--- src/rtl/bcd_display_mux.sv ---
// Four-digit multiplexed 7-segment driver for BCD counter chains.
// Frame-synchronous shadow capture keeps a scan tear-free; optional leading-zero blanking.
module bcd_display_mux #(
  parameter int unsigned REFRESH_DIV = 4,
  parameter bit          BLANK_LZ    = 1'b1
) (
  input  logic        clk,
  input  logic        rst,
  input  logic        en,
  input  logic [15:0] digits,
  input  logic [3:0]  dp_in,
  output logic [3:0]  an,
  output logic [6:0]  seg,
  output logic        dp,
  output logic        frame_done
);

  localparam int unsigned     PW       = (REFRESH_DIV > 1) ? $clog2(REFRESH_DIV) : 1;
  localparam logic [PW-1:0]   PRE_MAX  = PW'(REFRESH_DIV - 1);
  localparam logic [PW-1:0]   PRE_ZERO = {PW{1'b0}};

  logic [PW-1:0] pre_q, pre_d;
  logic [1:0]    idx_q, idx_d;
  logic [15:0]   shd_q, shd_d;
  logic [3:0]    sdp_q, sdp_d;
  logic [3:0]    an_q, an_d;
  logic [6:0]    seg_q, seg_d;
  logic          dp_q, dp_d;
  logic          fd_q, fd_d;

  logic [3:0]    cur_nib_s;
  logic          blank_s;

  function automatic logic [6:0] bcd_to_seg(input logic [3:0] nib);
    logic [6:0] s;
    case (nib)
      4'd0:    s = 7'b1000000;
      4'd1:    s = 7'b1111001;
      4'd2:    s = 7'b0100100;
      4'd3:    s = 7'b0110000;
      4'd4:    s = 7'b0011001;
      4'd5:    s = 7'b0010010;
      4'd6:    s = 7'b0000010;
      4'd7:    s = 7'b1111000;
      4'd8:    s = 7'b0000000;
      4'd9:    s = 7'b0010000;
      default: s = 7'b0111111;
    endcase
    return s;
  endfunction

  // Select the shadow nibble for the active digit and decide whether it is a leading zero.
  always_comb begin
    cur_nib_s = 4'd0;
    blank_s   = 1'b0;
    case (idx_q)
      2'd0: begin
        cur_nib_s = shd_q[3:0];
        blank_s   = 1'b0;
      end
      2'd1: begin
        cur_nib_s = shd_q[7:4];
        blank_s   = BLANK_LZ && (shd_q[15:4] == 12'd0);
      end
      2'd2: begin
        cur_nib_s = shd_q[11:8];
        blank_s   = BLANK_LZ && (shd_q[15:8] == 8'd0);
      end
      2'd3: begin
        cur_nib_s = shd_q[15:12];
        blank_s   = BLANK_LZ && (shd_q[15:12] == 4'd0);
      end
      default: begin
        cur_nib_s = 4'd0;
        blank_s   = 1'b0;
      end
    endcase
  end

  // Next-state: prescaler, digit index, frame-start shadow load and output encoding.
  always_comb begin
    pre_d = pre_q;
    idx_d = idx_q;
    shd_d = shd_q;
    sdp_d = sdp_q;
    an_d  = an_q;
    seg_d = seg_q;
    dp_d  = dp_q;
    fd_d  = 1'b0;
    if (en) begin
      if (pre_q == PRE_MAX) begin
        pre_d = PRE_ZERO;
        idx_d = idx_q + 2'd1;
        fd_d  = (idx_q == 2'd3);
      end else begin
        pre_d = pre_q + PW'(1);
      end
      // Outputs use the shadow as it stood before this cycle's load.
      if ((idx_q == 2'd0) && (pre_q == PRE_ZERO)) begin
        shd_d = digits;
        sdp_d = dp_in;
      end else begin
        shd_d = shd_q;
        sdp_d = sdp_q;
      end
      an_d = ~(4'b0001 << idx_q);
      if (blank_s) begin
        seg_d = 7'b1111111;
        dp_d  = 1'b1;
      end else begin
        seg_d = bcd_to_seg(cur_nib_s);
        dp_d  = ~sdp_q[idx_q];
      end
    end else begin
      fd_d = 1'b0;
    end
  end

  // State and output registers.
  always_ff @(posedge clk or posedge rst) begin
    if (rst) begin
      pre_q <= PRE_ZERO;
      idx_q <= 2'd0;
      shd_q <= 16'd0;
      sdp_q <= 4'd0;
      an_q  <= 4'b1111;
      seg_q <= 7'b1111111;
      dp_q  <= 1'b1;
      fd_q  <= 1'b0;
    end else begin
      pre_q <= pre_d;
      idx_q <= idx_d;
      shd_q <= shd_d;
      sdp_q <= sdp_d;
      an_q  <= an_d;
      seg_q <= seg_d;
      dp_q  <= dp_d;
      fd_q  <= fd_d;
    end
  end

  assign an         = an_q;
  assign seg        = seg_q;
  assign dp         = dp_q;
  assign frame_done = fd_q;

endmodule

--- config.mk ---
export PLATFORM = sky130hd
export DESIGN_NAME = bcd_display_mux
export DESIGN_NICKNAME = d
export VERILOG_FILES = /design/src/rtl/bcd_display_mux.sv
export SDC_FILE = /design/constraint.sdc
export NUM_CORES = 1
export LEC_CHECK = 0
export ABC_CLOCK_PERIOD_IN_PS = 2200
export CORE_AREA = 2 2 64 66
export DETAILED_ROUTE_END_ITERATION = 10
export DIE_AREA = 0 0 66 68
export DONT_BUFFER_PORTS = 1
export PLACE_DENSITY = 0.62
export SYNTH_ARGS = -nofsm -noshare
export SYNTH_HDL_FRONTEND = slang
export SYNTH_SLANG_ARGS = --single-unit
--- constraint.sdc ---
create_clock -name clk -period 2.2 [get_ports clk]
set_input_delay 0.22 -clock clk [delete_from_list [all_inputs] [get_ports clk]]
set_output_delay 0.22 -clock clk [all_outputs]
set_load 0.05 [all_outputs]
==> flow_metrics.py <==
metrics = {
    "sta": {
        "report.final.slew_viol_count": 0,
        "worst_slack_ns": 0.1253,
        "fin_tns_setup_ns": 0,
        "fmaxAchievable_mhz": 482.0,
        "period_share_pct": 94.31,
        "finalHoldViolCount": 0,
        "rsz0062_at_grt": "no",
        "relSlewSlack_pct": 69.53,
        "finalSetupViolCount": 0,
        "post-route-min-period_ns": 2.075,
        "skew_ns": 0.007115,
        "worstMarginPinSlew_ns": 0.4571,
    },
    "final_layout": {
        "areaGrowthSynthToFinish_pct": 12.03,
        "num-nets-final": 190,
        "drive_gt1_share_pct": 41.14,
        "antenna_cells": 0,
        "fin_cells": 208,
    },
    "worst_setup_path": {
        "worstPathRequired_ns": 2.41,
        "crit_path_end_kind": "register",
        "rrSetupSlack_ns": 0.13,
        "cp-start-kind": "register",
        "r2r_cells": 9,
        "critPathMaxFanout": 6,
        "path_class": "register to register",
        "rr_endpoint": "seg[4]$_DFFE_PP1P_",
        "cp.arrival_ns": 2.29,
        "r2r-start": "idx_q[0]$_DFFE_PP0P_",
    },
    "die": {
        "die_height_um": 68,
        "placeableCoreArea_mm2": 0.003856,
        "initial_core_util_pct": 46.92,
        "placementRows": 23,
        "die_w_um": 66,
        "io_pins": 36,
        "die_area_mm2": 0.004488,
    },
    "synthesis": {
        "yosysWarnings": 0,
        "synth_seq_cells": 37,
        "synth_top_area_cell": "dfrtp_1",
        "synth_nets": 181,
        "synth_top_area_share_pct": 34.58,
        "synth_cell_types": 30,
        "syn_area_mm2": 0.001809,
        "synth_area_per_cell_um2": 12.22,
        "synthTopCellsByArea": "dfrtp_1 (35%), dfstp_2 (17%), mux2_2 (14%), ha_1 (6.9%), nor2_1 (3.3%)",
        "synth_cells": 148,
        "synth_seq_area_share_pct": 52.01,
    },
    "placed_design": {
        "io_buffers": 0,
        "dp_slack_ns": 0.06662,
        "place_congestion": 0.8356,
        "dp_hpwl_um": 2563,
        "placed_cells": 197,
    },
    "global_routing": {
        "antenna_found_initial": 0,
        "grt_max_degree": 38,
        "grt_pass1_wl_um": 5561,
        "grt_use_total_pct": 16.76,
        "grt_pass1_vias": 1241,
        "grt_overflow": 0,
    },
    "clocking": {
        "clk_path_buf_depth": 2,
        "cts_root_buf": "clkbuf_8",
        "clk_latency_ns": 0.28,
        "cts.sinks": 37,
        "cts_tree": "built",
        "numCtsBuffers": 5,
        "clk_pin_slew_ns": 0.07,
        "h-tree-depth": 2,
    },
    "detailed_routing": {
        "routedWlPerCell_um": 16.26,
        "final_antenna_net_count": 0,
        "vias_per_cell": 5.423,
        "num_vias": 1128,
        "wl_um": 3382,
        "drt_first_iter_violations": 36,
        "firstDrtPassIters": 4,
        "drc_errors": 0,
    },
    "run": {
        "drv_cap": 0,
    },
    "min_path": {
        "hold_start": "en",
        "hold_class": "input pin to register",
        "hold_depth": 1,
        "hold_path_end": "pre_q[0]$_DFFE_PP0P_",
    },
    "pwr": {
        "p_leak_nw": 0.8819,
        "powerDensity_mw_per_mm2": 1878,
        "p_total_w": 0.003806,
        "ir_drop_v": 0.0007249,
    },
    "status": {
        "status": "completed",
    },
}
cells in the final DEF (no fill, tap or decap), types with 2 or more instances in the layout:
master,instances
a21oi_1,8
a2bb2oi_1,2
dfrtp_1,24
nor2_1,15
clkbuf_8,7
mux2i_1,2
mux2_2,22
a222oi_1,4
mux2i_2,3
inv_1,13
ha_2,2
nor4_1,2
nand2_1,6
dlygate4sd3_1,2
o22ai_1,2
buf_4,5
o21ai_0,2
dfstp_2,12
ha_1,8
a21oi_2,2
Yosys cell counts (all sizes together):
library cell / count
mux2i: 5
ha: 10
o221ai: 1
or2: 1
o31ai: 1
nand2b: 1
a21boi: 1
dfrtp: 25
a21oi: 10
a21o: 1
nor4: 2
a2bb2oi: 2
or4: 1
dfstp: 12
mux4: 1
nor2: 16
xnor2: 1
nand2: 6
nand3: 1
a222oi: 4
inv: 13
o21a: 1
o22ai: 2
clkbuf: 5
a31oi: 1
o21ai: 2
mux2: 22
area by class of cell:
class / instances / area, um2
fill: 370 / 1829
multi-input combinational: 93 / 814.5
inverter: 13 / 48.80
clock inverter: 1 / 5.005
timing repair buffer: 7 / 57.56
clock buffer: 7 / 96.34
tap: 50 / 62.56
sequential: 37 / 942.2
metrics by stage:
stage | hold slack, ns | util (%) | instance area (um2)
6_report | 0.03926 | 52.56 | 2027
5_1_grt | 0.02569 | 52.56 | 2027
4_1_cts | 0.03331 | 51.95 | 2003
3_5_place_dp | 0.2485 | 48.80 | 1882
3_3_place_gp | 0.2341 | 48.80 | 1882
2_1_floorplan | 0.3706 | - | 1809
kinds of logic after synthesis:
kind of cell,Yosys count,synth area share (%)
DFF,37,52.01
and+or+nand+nor,28,7.123
adders and majority gates,10,6.916
xor gates and xnor gates,1,0.4842
buffers and inverters,18,3.803
muxes,28,17.91
AOI/OAI and AO/OA,26,11.76
power by group:
group	leakage (nW)	internal (W)	switching, W
clock	0.0542	0.000283	0.000225
sequential	0.427	0.00112	0.000640
combinational	0.401	0.000774	0.000769
repair_timing:
item                                    4_1_cts  5_1_grt
buffers inserted                              0        1
endpoints found under the setup margin        0        7
gates resized for setup                       0        6
hold buffers                                  2        0
endpoints found under the hold margin        28        0
worst max path at each step:
| stage | depth (start not counted) | slack (ns) | end | startpoint |
|---|---|---|---|---|
| after floorplan | 8 | 0.23 | seg[3]$_DFFE_PP1P_ | idx_q[0]$_DFFE_PP0P_ |
| after global placement | 8 | 0.11 | seg[3]$_DFFE_PP1P_ | idx_q[0]$_DFFE_PP0P_ |
| after detailed placement | 8 | 0.07 | seg[3]$_DFFE_PP1P_ | idx_q[0]$_DFFE_PP0P_ |
| after CTS | 8 | 0.05 | seg[3]$_DFFE_PP1P_ | idx_q[0]$_DFFE_PP0P_ |
| after global routing | 9 | 0.002 | seg[4]$_DFFE_PP1P_ | idx_q[0]$_DFFE_PP0P_ |
| final | 9 | 0.13 | seg[4]$_DFFE_PP1P_ | idx_q[0]$_DFFE_PP0P_ |
metal layers:
layer,up-vias,GRT usage (%),wire length [um]
met3,2,6.579,182
met1,561,19.81,1428
met2,27,28.03,1763
li1,538,-,-
met4,0,5.867,8
met5,-,0,0
registers in the layout, indices dropped and copies added (netlist names):
register,count
pre_q,2
shd_q,16
seg,7
idx_q,2
an,4
sdp_q,4
frame_done,1
dp,1
worst max-delay path: stages, from the launching register on:
cell and delay [ns]:
dfrtp_2 0.44, inv_1 0.12, ha_2 0.25, a222oi_1 0.09, mux2i_1 0.29, inv_1 0.17, ha_1 0.24, mux2i_1 0.14
o22ai_1 0.11, a21oi_1 0.16
Note: power is estimated with default switching activity, not from simulation.
